## src/rtl/npu_conv2d_engine.sv

```systemverilog
// Multi-channel valid 2-D convolution engine: streams features from external RAM,
// accumulates across all input channels into one output plane, emits on a valid/ready stream.
module npu_conv2d_engine #(
    parameter int DATA_W = 8,
    parameter int ACC_W  = 24,
    parameter int IMG_W  = 8,
    parameter int IMG_H  = 8,
    parameter int K      = 3,
    parameter int CH     = 2,
    localparam int N     = CH * K * K,
    localparam int WA_W  = (N > 1) ? $clog2(N) : 1,
    localparam int FA_W  = (CH * IMG_W * IMG_H > 1) ? $clog2(CH * IMG_W * IMG_H) : 1
) (
    input  logic                     i_clk,
    input  logic                     i_rst,
    input  logic                     i_start,
    input  logic                     i_relu_en,
    input  logic                     i_w_we,
    input  logic [WA_W-1:0]          i_w_addr,
    input  logic signed [DATA_W-1:0] i_w_data,
    output logic                     o_fm_rd,
    output logic [FA_W-1:0]          o_fm_addr,
    input  logic signed [DATA_W-1:0] i_fm_data,
    output logic                     o_out_valid,
    output logic signed [ACC_W-1:0]  o_out_data,
    input  logic                     i_out_ready,
    output logic                     o_busy,
    output logic                     o_done
);

    localparam int OUT_W = IMG_W - K + 1;
    localparam int OUT_H = IMG_H - K + 1;
    localparam int KC_W  = (K > 1) ? $clog2(K) : 1;
    localparam int CH_W  = (CH > 1) ? $clog2(CH) : 1;
    localparam int OX_W  = (OUT_W > 1) ? $clog2(OUT_W) : 1;
    localparam int OY_W  = (OUT_H > 1) ? $clog2(OUT_H) : 1;

    localparam logic [2:0] S_IDLE  = 3'd0;
    localparam logic [2:0] S_MAC   = 3'd1;
    localparam logic [2:0] S_DRAIN = 3'd2;
    localparam logic [2:0] S_OUT   = 3'd3;
    localparam logic [2:0] S_DONE  = 3'd4;

    function automatic logic signed [ACC_W-1:0] ext_prod(input logic signed [2*DATA_W-1:0] p);
        return ACC_W'(p);
    endfunction

    function automatic logic signed [ACC_W-1:0] relu_clip(input logic signed [ACC_W-1:0] v,
                                                          input logic en);
        return (en && v[ACC_W-1]) ? '0 : v;
    endfunction

    logic [2:0]                state;
    logic [WA_W-1:0]           cnt;
    logic [KC_W-1:0]           kx;
    logic [KC_W-1:0]           ky;
    logic [CH_W-1:0]           ch;
    logic [OX_W-1:0]           ox;
    logic [OY_W-1:0]           oy;
    logic                      relu_q;
    logic signed [ACC_W-1:0]   acc;
    logic signed [DATA_W-1:0]  weights [N];

    logic                      vld_p1;
    logic [WA_W-1:0]           w_idx_p1;
    logic signed [2*DATA_W-1:0] prod_p1;

    // p1: RAM data for the read issued last cycle meets its weight
    assign prod_p1 = i_fm_data * weights[w_idx_p1];

    assign o_fm_rd     = (state == S_MAC);
    assign o_fm_addr   = FA_W'(ch) * FA_W'(IMG_W * IMG_H)
                       + (FA_W'(oy) + FA_W'(ky)) * FA_W'(IMG_W)
                       + FA_W'(ox) + FA_W'(kx);
    assign o_out_valid = (state == S_OUT);
    assign o_out_data  = relu_clip(acc, relu_q);
    assign o_busy      = (state != S_IDLE);
    assign o_done      = (state == S_DONE);

    always_ff @(posedge i_clk or posedge i_rst) begin
        if (i_rst) begin
            state    <= S_IDLE;
            cnt      <= '0;
            kx       <= '0;
            ky       <= '0;
            ch       <= '0;
            ox       <= '0;
            oy       <= '0;
            relu_q   <= 1'b0;
            acc      <= '0;
            vld_p1   <= 1'b0;
            w_idx_p1 <= '0;
            for (int i = 0; i < N; i++) begin
                weights[i] <= '0;
            end
        end else begin
            vld_p1   <= (state == S_MAC);
            w_idx_p1 <= cnt;
            if (vld_p1) begin
                acc <= acc + ext_prod(prod_p1);
            end

            case (state)
                S_IDLE: begin
                    if (i_w_we && (int'(i_w_addr) < N)) begin
                        weights[i_w_addr] <= i_w_data;
                    end
                    if (i_start) begin
                        relu_q <= i_relu_en;
                        acc    <= '0;
                        cnt    <= '0;
                        kx     <= '0;
                        ky     <= '0;
                        ch     <= '0;
                        state  <= S_MAC;
                    end
                end
                S_MAC: begin
                    // kx innermost, then ky, then channel
                    if (kx == KC_W'(K - 1)) begin
                        kx <= '0;
                        if (ky == KC_W'(K - 1)) begin
                            ky <= '0;
                            ch <= ch + 1'b1;
                        end else begin
                            ky <= ky + 1'b1;
                        end
                    end else begin
                        kx <= kx + 1'b1;
                    end
                    if (cnt == WA_W'(N - 1)) begin
                        cnt   <= '0;
                        ch    <= '0;
                        state <= S_DRAIN;
                    end else begin
                        cnt <= cnt + 1'b1;
                    end
                end
                S_DRAIN: begin
                    state <= S_OUT;
                end
                S_OUT: begin
                    if (i_out_ready) begin
                        acc <= '0;
                        if (ox == OX_W'(OUT_W - 1)) begin
                            ox <= '0;
                            if (oy == OY_W'(OUT_H - 1)) begin
                                state <= S_DONE;
                            end else begin
                                oy    <= oy + 1'b1;
                                state <= S_MAC;
                            end
                        end else begin
                            ox    <= ox + 1'b1;
                            state <= S_MAC;
                        end
                    end
                end
                S_DONE: begin
                    ox    <= '0;
                    oy    <= '0;
                    state <= S_IDLE;
                end
                default: begin
                    state <= S_IDLE;
                end
            endcase
        end
    end

endmodule

```

## config.mk

```make
export PLATFORM = sky130hd
export DESIGN_NAME = npu_conv2d_engine
export DESIGN_NICKNAME = d
export VERILOG_FILES = /design/src/rtl/npu_conv2d_engine.sv
export SDC_FILE = /design/constraint.sdc
export NUM_CORES = 1
export LEC_CHECK = 0
export ABC_AREA = 0
export BUFFER_PORTS_ARGS = -buffer_cell sky130_fd_sc_hd__buf_4
export CAP_MARGIN = 20
export CORE_MARGIN = 1.5
export CORE_UTILIZATION = 50
export DETAILED_ROUTE_END_ITERATION = 8
export PLACE_DENSITY = 0.69
export SYNTH_ARGS = -nofsm -noshare
export SYNTH_HDL_FRONTEND = slang
export SYNTH_SLANG_ARGS = --single-unit
```

## constraint.sdc

```tcl
create_clock -name i_clk -period 12 [get_ports i_clk]
set_input_delay 0.6 -clock i_clk [delete_from_list [all_inputs] [get_ports i_clk]]
set_output_delay 0.6 -clock i_clk [all_outputs]
set_load 0.05 [all_outputs]
```

==> summary.txt, run 1 <==
DR pass1 iterations -> 9
syn_nets -> 1299
post-synthesis mux area share -> 20.8%
clock-pin slew on the worst setup and hold paths -> 0.08 ns
IO Port Bufs -> 61
Compound-Gate Fraction of Synth Area -> 5.28%
WP buf/inv -> 4
final instance area -> 0.0148 mm²
post-CTS setup buffers -> 0
area share of the largest cell type after synthesis -> 36.2%
dpl cell area -> 0.0141 mm²
Worst Hold Class -> input pin to asynchronous set/reset pin
Initial Util -> 51.1%
initial antenna violation count -> 0
synthesized instance count -> 1104
DRC viols -> 6
global-route wire length before repair -> 47.9 mm
Storage cell area -> 0.00486 mm²
Post-Synth Simple-Gate Area -> 9.12%
violated checks -> DRC
crit path DAT -> 8.01 ns
Post-DP HPWL -> 20.6 mm
status -> finished with violations
max_slew headroom -> 32.0%
worst-margin pin slew -> 1.01 ns
Most used DFF post-synth -> dfrtp_1
slowest CP cell -> fa_1
via count -> 8295
Layout Skew -> 0.0176 ns
I/O Pins -> 62
CTS buffer count -> 17
fin crit period -> 7.66 ns
die area -> 0.0278 mm²
Ys Warns -> 0
Synth Area in XOR/XNOR -> 2.16%
largest area contributor in the netlist -> dfrtp_1
cell mode on critical path -> fa_1
DRT antenna net count -> 0
area of the multi-input gates -> 0.00790 mm²
largest family of logic cells by synthesized area -> adder cells
fin util -> 56.4%
# diodes -> 0
wire length per cell -> 18.8 µm
fill cell count -> 2178
vias per inst -> 5.52
core area -> 0.0262 mm²
# Max-Cap Violations -> 0
Synth Area per Inst -> 12.1 µm²
Max Slew Vio Count -> 0
crit path cell chain -> buf_4 -> mux4_2 -> mux4_2 -> nor2b_4 -> a31oi_4 -> or2b_1 -> inv_2 -> fa_1 -> fa_1 -> inv_1 -> fa_1 -> inv_1 -> fa_1 -> ha_1 -> ha_1 -> nand4_1 -> a2111o_1 -> a41oi_1 -> a31oi_1 -> xor2_1 -> o21ai_1
Synth async-reset ratio -> 100%
FF-to-FF setup slack -> 4.34 ns
Seq/Total Area, Yosys -> 36.2%
CTS Hold Bufs -> 0
synth top area cells -> dfrtp_1 36%, fa_1 16%, mux2_2 13%
Final Wtd Congestion -> 0.862
sum of negative setup slack -> 0 ns
NumNets Final -> 1350
synthesis-to-finish area growth -> 10.3%
total global-route track usage -> 22.0%
PostCTS Resize Cnt -> 0
Routed WL -> 28.3 mm
Hold Slack -> 0.333 ns
top cells by count, synth -> 194 x dfrtp_1, 152 x mux2_2, 122 x inv_1
Synth cell types -> 61
final count of negative-setup-slack endpoints -> 0
die height -> 167 µm
Synth Area in Adders -> 21.6%
Hold Vio Cnt, Final -> 0
crit-path leading delay family -> adder cells
worst-skew pair later-pin latency -> 0.44 ns
root buffer cell -> clkbuf_16
Pleak -> 7.30 nW
Power per Cell Area -> 290 mW/mm²
CP max FO -> 40
dominant cell by count in the synthesized netlist -> dfrtp_1
CP Data Required Time -> 12.35 ns
Worst path max stage delay -> 0.87 ns
vias in the first global route -> 8845
crit path kind -> flop to flop
Fmax achieved -> 131 MHz
share of the clock period used by the worst path after layout -> 63.8%
Die W -> 167 µm
number of synthesized flops with an enable pin -> 0
CTS tree -> yes
synthesized area -> 0.0134 mm²
H-tree depth -> 4
Startpoint Class -> flop
RSZ-0062 raised after global routing -> no
# rows -> 59
CTS sink count -> 194
Synth Register Bits -> 194
largest net degree at the start of global routing -> 136
Peak VDD IR -> 0.163 mV
layout cells sized above 1 -> 26.9%
clk buf depth -> 2
GRT Residual Overflow -> 0
First DRT Iteration DRCs -> 463
CP Capture Type -> flop
-- cells by family (layout without fill, tap and decap cells) --
family	after synthesis	in the layout
and+or+nand+nor	228	228
muxes	213	213
DFF	194	194
adders and majority gates	168	168
buffers and inverters	162	226
AOI/OAI and AO/OA	106	106
xor gates and xnor gates	33	33
-- path summary, 6_finish.rpt --
kind / start / to / cells past startpoint
max: w_idx_p1[0]$_DFF_PP0_ / acc[22]$_DFF_PP0_ / 21
min: i_rst / acc[5]$_DFF_PP0_ / 2
max reg2reg: w_idx_p1[0]$_DFF_PP0_ / acc[22]$_DFF_PP0_ / 21
min reg2reg: cnt[4]$_DFFE_PP0P_ / w_idx_p1[4]$_DFF_PP0_ / 0
max in group asynchronous: i_rst / weights[28]$_DFFE_PP0P_ / 3
min in group i_clk: i_relu_en / relu_q$_DFFE_PP0P_ / 2
-- layout by cell type (no fill, tap or decap), types with 4 or more instances in the layout --
master,instances
a211oi_1,7
a21o_1,8
a21oi_1,31
a31oi_1,4
a31oi_4,4
and2_1,24
buf_4,66
clkbuf_16,17
dfrtp_1,193
fa_1,106
ha_1,62
inv_1,121
inv_6,5
inv_8,4
mux2_1,7
mux2_2,152
mux2i_1,18
mux4_2,36
nand2_1,57
nand2b_1,15
nand3_1,11
nand4_1,5
nor2_1,52
nor2b_1,33
nor3_1,5
nor3_2,4
o21ai_0,27
xnor2_1,22
xor2_1,11
-- layer usage --
layer	GRT usage [%]	share of wire [%]
met1	30.2	46
met2	37.3	50
met3	3.52	3.3
met4	4.70	1.1
met5	0	0
-- layout make-up --
type                            count  area share [%]
Clock inverter                     13           0.932
Multi-Input combinational cell    748            53.5
Tap cell                          335            2.84
Timing Repair Buffer               68            3.57
Sequential cell                   194            32.9
Clock buffer                       19            3.07
Inverter                          126            3.25
-- sequential cells by signal, summed over array words and instances, names as in the netlist --
name      cells
cnt           5
relu_q        1
ch            1
ox            3
state         3
kx            2
ky            2
weights     144
oy            3
acc          24
vld_p1        1
w_idx_p1      5
-- metrics by stage --
step	cells	power, mW	setup WS (ns)
after floorplan	1104	3.09	5.29
after global placement	1469	3.66	4.44
after detailed placement	1469	3.72	4.27
after CTS	1501	4.32	4.26
after global routing	1503	4.72	3.93
final	1503	4.28	4.34
-- report_power, final --
group,leakage [nW],switching (mW),internal (mW)
sequential,2.62,0.125,0.805
combinational,4.39,1.61,1.17
clock,0.291,0.266,0.306
total,7.30,2.00,2.28
Power figures use the tool's default switching activity.
==> inputs of run 2 (changes only) <==
==> constraint.sdc (replaced) <==
create_clock -name i_clk -period 7.52 [get_ports i_clk]
set_input_delay 0.376 -clock i_clk [delete_from_list [all_inputs] [get_ports i_clk]]
set_output_delay 0.376 -clock i_clk [all_outputs]
set_load 0.05 [all_outputs]
==> run 2 against run 1 <==
Net effect:
- the run still ends with DRC left
- cell area up 0.64%
- register-to-register slack worse by 4.0 ns
- maximum frequency up 6.9%
- power up 61%
- global-route usage down 0.13 points
- sequential share of layout area down 0.21 points
- sequential cell count unchanged
- die area unchanged
- worst hold slack worse by 0.23 ns
- sequential power up 61%
==> summary.txt, run 2 (synthesis gave the netlist of run 1 again) <==
status -> finished with violations
violated checks -> DRC
# rows -> 59 (unchanged)
via count -> 8305 (+0.12%)
fill cell count -> 2170 (-0.37%)
IO Port Bufs -> 61 (unchanged)
Peak VDD IR -> 0.260 mV (+60%)
fin crit period -> 7.17 ns (-0.491 ns)
GRT Residual Overflow -> 0 (unchanged)
CTS sink count -> 194 (unchanged)
sw frac -> 47.1% (+0.23 points)
share of the clock period used by the worst path after layout -> 95.3% (+32 points)
synthesis-to-finish area growth -> 11.0%
wire length per cell -> 18.5 µm (-1.8%)
Initial Util -> 51.1% (unchanged)
Hold Vio Cnt, Final -> 0 (unchanged)
worst flop-to-flop path startpoint -> w_idx_p1[0]$_DFF_PP0_
worst-skew pair later-pin latency -> 0.43 ns (about the same)
root buffer cell -> clkbuf_16
Pleak -> 7.36 nW (+0.81%)
FF-to-FF setup slack -> 0.35 ns (-3.99 ns)
crit path DAT -> 7.53 ns (-0.48 ns)
Storage cell area -> 0.00486 mm² (unchanged)
die height -> 167 µm (unchanged)
clk buf depth -> 2 (unchanged)
post-CTS setup buffers -> 0 (unchanged)
Clk network pwr share -> 13.5% (about the same)
NumNets Final -> 1362 (+0.89%)
commonest cells after routing, fill and taps aside -> 193 x dfrtp_1, 152 x mux2_2, 121 x inv_1
Top reg by flops -> weights
Post-DP HPWL -> 21.1 mm (+2.4%)
total global-route track usage -> 21.9% (-0.13 points)
Routed WL -> 28.0 mm (-1.0%)
Final Wtd Congestion -> 0.882 (+2.3%)
First DRT Iteration DRCs -> 400 (-14%)
H-tree depth -> 4 (unchanged)
RSZ-0062 raised after global routing -> no
CTS Hold Bufs -> 0 (unchanged)
# Max-Cap Violations -> 0 (unchanged)
CP Data Required Time -> 7.88 ns (-4.47 ns)
# diodes -> 0 (unchanged)
Int Pwr -> 3.65 mW (+60%)
crit path kind -> flop to flop
reg2reg end -> acc[22]$_DFF_PP0_
CTS tree -> yes
Max Slew Vio Count -> 0 (unchanged)
largest net degree at the start of global routing -> 126 (-7.4%)
core area -> 0.0262 mm² (unchanged)
max_slew headroom -> 39.4% (+7.4 points)
Fmax achieved -> 139 MHz (+6.9%)
vias in the first global route -> 9003 (+1.8%)
CP Capture Type -> flop
Die W -> 167 µm (unchanged)
Psw -> 3.24 mW (+62%)
final std cells w/o fill -> 1515 (+0.80%)
CTS buffer count -> 17 (unchanged)
DRC viols -> 4 (-2)
layout cells sized above 1 -> 27.6% (+0.74 points)
Power per Cell Area -> 464 mW/mm² (+60%)
CP max FO -> 18 (-55%)
worst-margin pin slew -> 0.909 ns (-0.105 ns)
Worst Hold Class -> input pin to asynchronous set/reset pin
max reg flops -> 144 (unchanged)
commonest non-fill, non-tap cell in the layout -> dfrtp_1
clock-pin slew on the worst setup and hold paths -> 0.08 ns (about the same)
sequential power share -> 21.7% (about the same)
area of the multi-input gates -> 0.00790 mm² (unchanged)
Startpoint Class -> flop
I/O Pins -> 62 (unchanged)
final count of negative-setup-slack endpoints -> 0 (unchanged)
sum of negative setup slack -> 0 ns (unchanged)
global-route wire length before repair -> 48.1 mm (+0.32%)
biggest regs -> weights: 144 flops, acc: 24 flops
PostCTS Resize Cnt -> 0 (unchanged)
die area -> 0.0278 mm² (unchanged)
combinational share of power -> 64.8% (about the same)
cells on worst reg2reg path -> 19 (-9.5%)
DR pass1 iterations -> 8 (-1)
Placed Cells -> 1481 (+0.82%)
DRT antenna net count -> 0 (unchanged)
vias per inst -> 5.48 (-0.67%)
initial antenna violation count -> 0 (unchanged)
Layout Skew -> 0.0135 ns (-0.00413 ns)
run 2: worst max-delay path by stage:
stage | end | cells after the start | start | slack, ns
floorplan | acc[22]$_DFF_PP0_ | 20 | w_idx_p1[1]$_DFF_PP0_ | 0.81
global placement | acc[22]$_DFF_PP0_ | 19 | w_idx_p1[0]$_DFF_PP0_ | 0.48
detailed placement | acc[22]$_DFF_PP0_ | 19 | w_idx_p1[0]$_DFF_PP0_ | 0.33
CTS | acc[22]$_DFF_PP0_ | 19 | w_idx_p1[0]$_DFF_PP0_ | 0.30
global route | acc[17]$_DFF_PP0_ | 20 | w_idx_p1[0]$_DFF_PP0_ | 0.02
finish | acc[22]$_DFF_PP0_ | 19 | w_idx_p1[0]$_DFF_PP0_ | 0.35
run 2: worst max-delay path, cell delays in order, from the launching register on:
cell       delay (ns)
dfrtp_2          0.56
buf_4            0.41
mux4_2           0.56
mux4_2           0.51
nor2b_1          0.17
a31oi_4          0.35
nand2b_1         0.17
fa_1             0.44
fa_1             0.56
inv_1            0.06
fa_1             0.50
fa_1             0.58
fa_1             0.43
ha_1             0.39
o2111ai_1        0.22
a2111o_1         0.48
a41oi_1          0.32
a31oi_1          0.14
xor2_1           0.15
o21ai_1          0.12
run 2: per-layer routing:
metal  global-route usage (%)  vias up  share of wire [%]
li1                         -     3876                  -
met1                     30.0     4267                 46
met2                     36.8      130                 50
met3                     3.37       32                3.1
met4                     5.38        0                1.6
met5                        0        -                  0
run 2: power groups by stage:
stage	combinational (mW)	clock (mW)	sequential [mW]
after floorplan	3.52	0	1.42
after global placement	4.37	0	1.51
after detailed placement	4.44	0	1.52
after CTS	4.49	0.952	1.50
after global routing	5.04	0.996	1.54
final	4.47	0.932	1.50
run 2: through the flow:
| stage | setup WS [ns] | area [µm²] | hold WS [ns] | total power, mW | util [%] |
|---|---|---|---|---|---|
| after floorplan | 0.814 | 13400 | 0.383 | 4.94 | - |
| after global placement | 0.476 | 14200 | 0.416 | 5.88 | 54.3 |
| after detailed placement | 0.334 | 14200 | 0.415 | 5.97 | 54.3 |
| after CTS | 0.299 | 14900 | 0.143 | 6.95 | 56.7 |
| after global routing | 0.0181 | 14900 | 0.159 | 7.58 | 56.7 |
| final | 0.350 | 14900 | 0.101 | 6.90 | 56.7 |
run 2: area by class of cell:
class                           count  area share (%)
Multi-Input combinational cell    748            53.1
Inverter                          126            3.23
Clock inverter                     15            1.28
Clock buffer                       17            2.86
Tap cell                          335            2.82
Timing Repair Buffer               80            4.02
Sequential cell                   194            32.7
==> inputs of run 3 (changes only) <==
--- a/config.mk
+++ b/config.mk
@@ -6,12 +6,12 @@
 export NUM_CORES = 1
 export LEC_CHECK = 0
 export ABC_AREA = 0
-export BUFFER_PORTS_ARGS = -buffer_cell sky130_fd_sc_hd__buf_4
 export CAP_MARGIN = 20
 export CORE_MARGIN = 1.5
 export CORE_UTILIZATION = 50
 export DETAILED_ROUTE_END_ITERATION = 8
-export PLACE_DENSITY = 0.69
+export DONT_BUFFER_PORTS = 1
+export PLACE_DENSITY = 0.67
 export SYNTH_ARGS = -nofsm -noshare
 export SYNTH_HDL_FRONTEND = slang
 export SYNTH_SLANG_ARGS = --single-unit
==> run 3 against run 2 <==
Net effect:
- the run still ends with DRC left
- global-route usage up 0.45 points
- via count is 1.9% lower
- first-iteration DRC count is 24% higher
- critical endpoint unchanged
- largest power group unchanged
==> summary.txt, run 3 (synthesis gave the netlist of run 1 again) <==
Worst Hold Class -> input pin to flop
DR pass1 iterations -> 9 (+1)
Storage cell area -> 0.00486 mm² (unchanged)
CP Data Required Time -> 7.89 ns (about the same)
Fmax achieved -> 141 MHz (+1.0%)
# rows -> 59 (unchanged)
DRC viols -> 6 (+2)
largest net degree at the start of global routing -> 134 (+6.3%)
CTS sink count -> 194 (unchanged)
Worst setup startpoint -> w_idx_p1[0]$_DFF_PP0_
Hold Slack -> 0.0419 ns (-0.0589 ns)
Placed Cells -> 1420 (-4.1%)
die height -> 167 µm (unchanged)
commonest cells after routing, fill and taps aside -> 193 x dfrtp_1, 152 x mux2_2, 121 x inv_1
fill cell count -> 2218 (+2.2%)
max reg flops -> 144 (unchanged)
Top reg by flops -> weights
max_slew headroom -> 26.5% (-13 points)
layout cells sized above 1 -> 23.6% (-4.0 points)
RSZ-0062 raised after global routing -> no
Post-DP HPWL -> 21.3 mm (+0.95%)
DRT antenna net count -> 0 (unchanged)
CTS tree -> yes
root buffer cell -> clkbuf_16
violated checks -> DRC
Peak VDD IR -> 0.217 mV (-16%)
wire length per cell -> 19.8 µm (+6.7%)
via count -> 8150 (-1.9%)
worst flop-to-flop path startpoint -> w_idx_p1[0]$_DFF_PP0_
Max Slew Vio Count -> 0 (unchanged)
final instance area -> 0.0145 mm² (-2.7%)
fin util -> 55.2% (-1.6 points)
share of the clock period used by the worst path after layout -> 94.4% (-0.94 points)
IO Port Bufs -> 0 (-100%)
final std cells w/o fill -> 1453 (-4.1%)
core area -> 0.0262 mm² (unchanged)
dpl cell area -> 0.0138 mm² (-3.1%)
crit path DAT -> 7.47 ns (-0.06 ns)
Power per Cell Area -> 473 mW/mm² (+2.0%)
H-tree depth -> 4 (unchanged)
# diodes -> 0 (unchanged)
vias in the first global route -> 8727 (-3.1%)
initial antenna violation count -> 0 (unchanged)
First DRT Iteration DRCs -> 495 (+24%)
vias per inst -> 5.61 (+2.3%)
GRT Residual Overflow -> 0 (unchanged)
Startpoint Class -> flop
Initial Util -> 51.1% (unchanged)
CTS buffer count -> 17 (unchanged)
Pleak -> 7.08 nW (-3.9%)
status -> finished with violations
hold path startpoint -> i_w_data[4]
global-route wire length before repair -> 48.0 mm (-0.23%)
I/O Pins -> 62 (unchanged)
CP max FO -> 24 (+6)
worst-margin pin slew -> 1.09 ns (+0.186 ns)
synthesis-to-finish area growth -> 7.95%
final count of negative-setup-slack endpoints -> 0 (unchanged)
# Max-Cap Violations -> 0 (unchanged)
Routed WL -> 28.7 mm (+2.4%)
crit path kind -> flop to flop
clock-pin slew on the worst setup and hold paths -> 0.10 ns (+0.02 ns)
sum of negative setup slack -> 0 ns (unchanged)
Final Wtd Congestion -> 0.879 (-0.32%)
biggest regs -> weights: 144 flops, acc: 24 flops
Die W -> 167 µm (unchanged)
total global-route track usage -> 22.3% (+0.45 points)
clk buf depth -> 2 (unchanged)
worst-skew pair later-pin latency -> 0.46 ns (+0.03 ns)
NumNets Final -> 1300 (-4.6%)
CP Capture Type -> flop
Layout Skew -> 0.0335 ns (+0.0200 ns)
fin crit period -> 7.10 ns (-0.0709 ns)
die area -> 0.0278 mm² (unchanged)
area of the multi-input gates -> 0.00790 mm² (about the same)
commonest non-fill, non-tap cell in the layout -> dfrtp_1
Hold Vio Cnt, Final -> 0 (unchanged)
==> run 3: cell count changes in the layout (fill, tap and decap cells not counted), moves of 2 or more <==
| cell | delta |
|---|---|
| buf_4 | -63 |
| inv_12 | +6 |
| clkinv_8 | -2 |
| inv_16 | +2 |
| inv_6 | -2 |
==> run 3: worst paths after layout <==
path / slack, ns / depth (start not counted) / endpoint
max: 0.42 / 19 / acc[22]$_DFF_PP0_
min: 0.04 / 1 / weights[124]$_DFFE_PP0P_
max reg2reg: 0.42 / 19 / acc[22]$_DFF_PP0_
min reg2reg: 0.41 / 0 / w_idx_p1[4]$_DFF_PP0_
max in group asynchronous: 5.61 / 3 / weights[39]$_DFFE_PP0P_
min in group asynchronous: 0.57 / 2 / acc[4]$_DFF_PP0_
==> run 3: power breakdown <==
| part | leakage (nW) | internal [mW] | total [mW] | switching, mW |
|---|---|---|---|---|
| Clock | 0.315 | 0.478 | 1.01 | 0.529 |
| Sequential | 2.62 | 1.28 | 1.50 | 0.221 |
| Combinational | 4.14 | 1.76 | 4.33 | 2.57 |
==> run 3: repair_timing <==
item,CTS,global route
resized for setup,0,0
hold buffers,1,0
endpoints found under the hold margin,4,0
buffers inserted,0,0
endpoints found under the setup margin,0,0
==> run 3: final cells by class <==
type / instances / share of cell area, %
Clock inverter: 15 / 1.57
Sequential cell: 194 / 33.6
Inverter: 126 / 3.32
Multi-Input combinational cell: 748 / 54.6
Tap cell: 335 / 2.90
Timing Repair Buffer: 18 / 1.04
Clock buffer: 17 / 2.94
==> run 3: layer usage <==
metal	GRT usage (%)	up-vias	routed length [µm]
met5	0	-	0
met1	30.9	4225	13200
li1	-	3745	-
met3	3.94	34	1070
met2	36.2	146	13900
met4	6.68	0	566
==> run 3: worst max-delay path: stages (launching register included) <==
cell	delay, ns
dfrtp_2	0.65
buf_12	0.27
mux4_2	0.54
mux4_2	0.45
nor2b_1	0.17
a31oi_4	0.37
nand2b_1	0.19
fa_1	0.45
fa_1	0.54
inv_1	0.06
fa_1	0.51
fa_1	0.57
fa_1	0.43
ha_1	0.38
o2111ai_1	0.22
a2111o_1	0.47
a41oi_1	0.32
a31oi_1	0.15
xor2_1	0.15
o21ai_1	0.11
==> run 3: per-stage QoR <==
stage	worst slack, ns	power [mW]
2_1_floorplan	0.814	4.94
3_3_place_gp	0.483	5.79
3_5_place_dp	0.429	5.86
4_1_cts	0.390	6.91
5_1_grt	0.0553	7.49
6_report	0.421	6.84
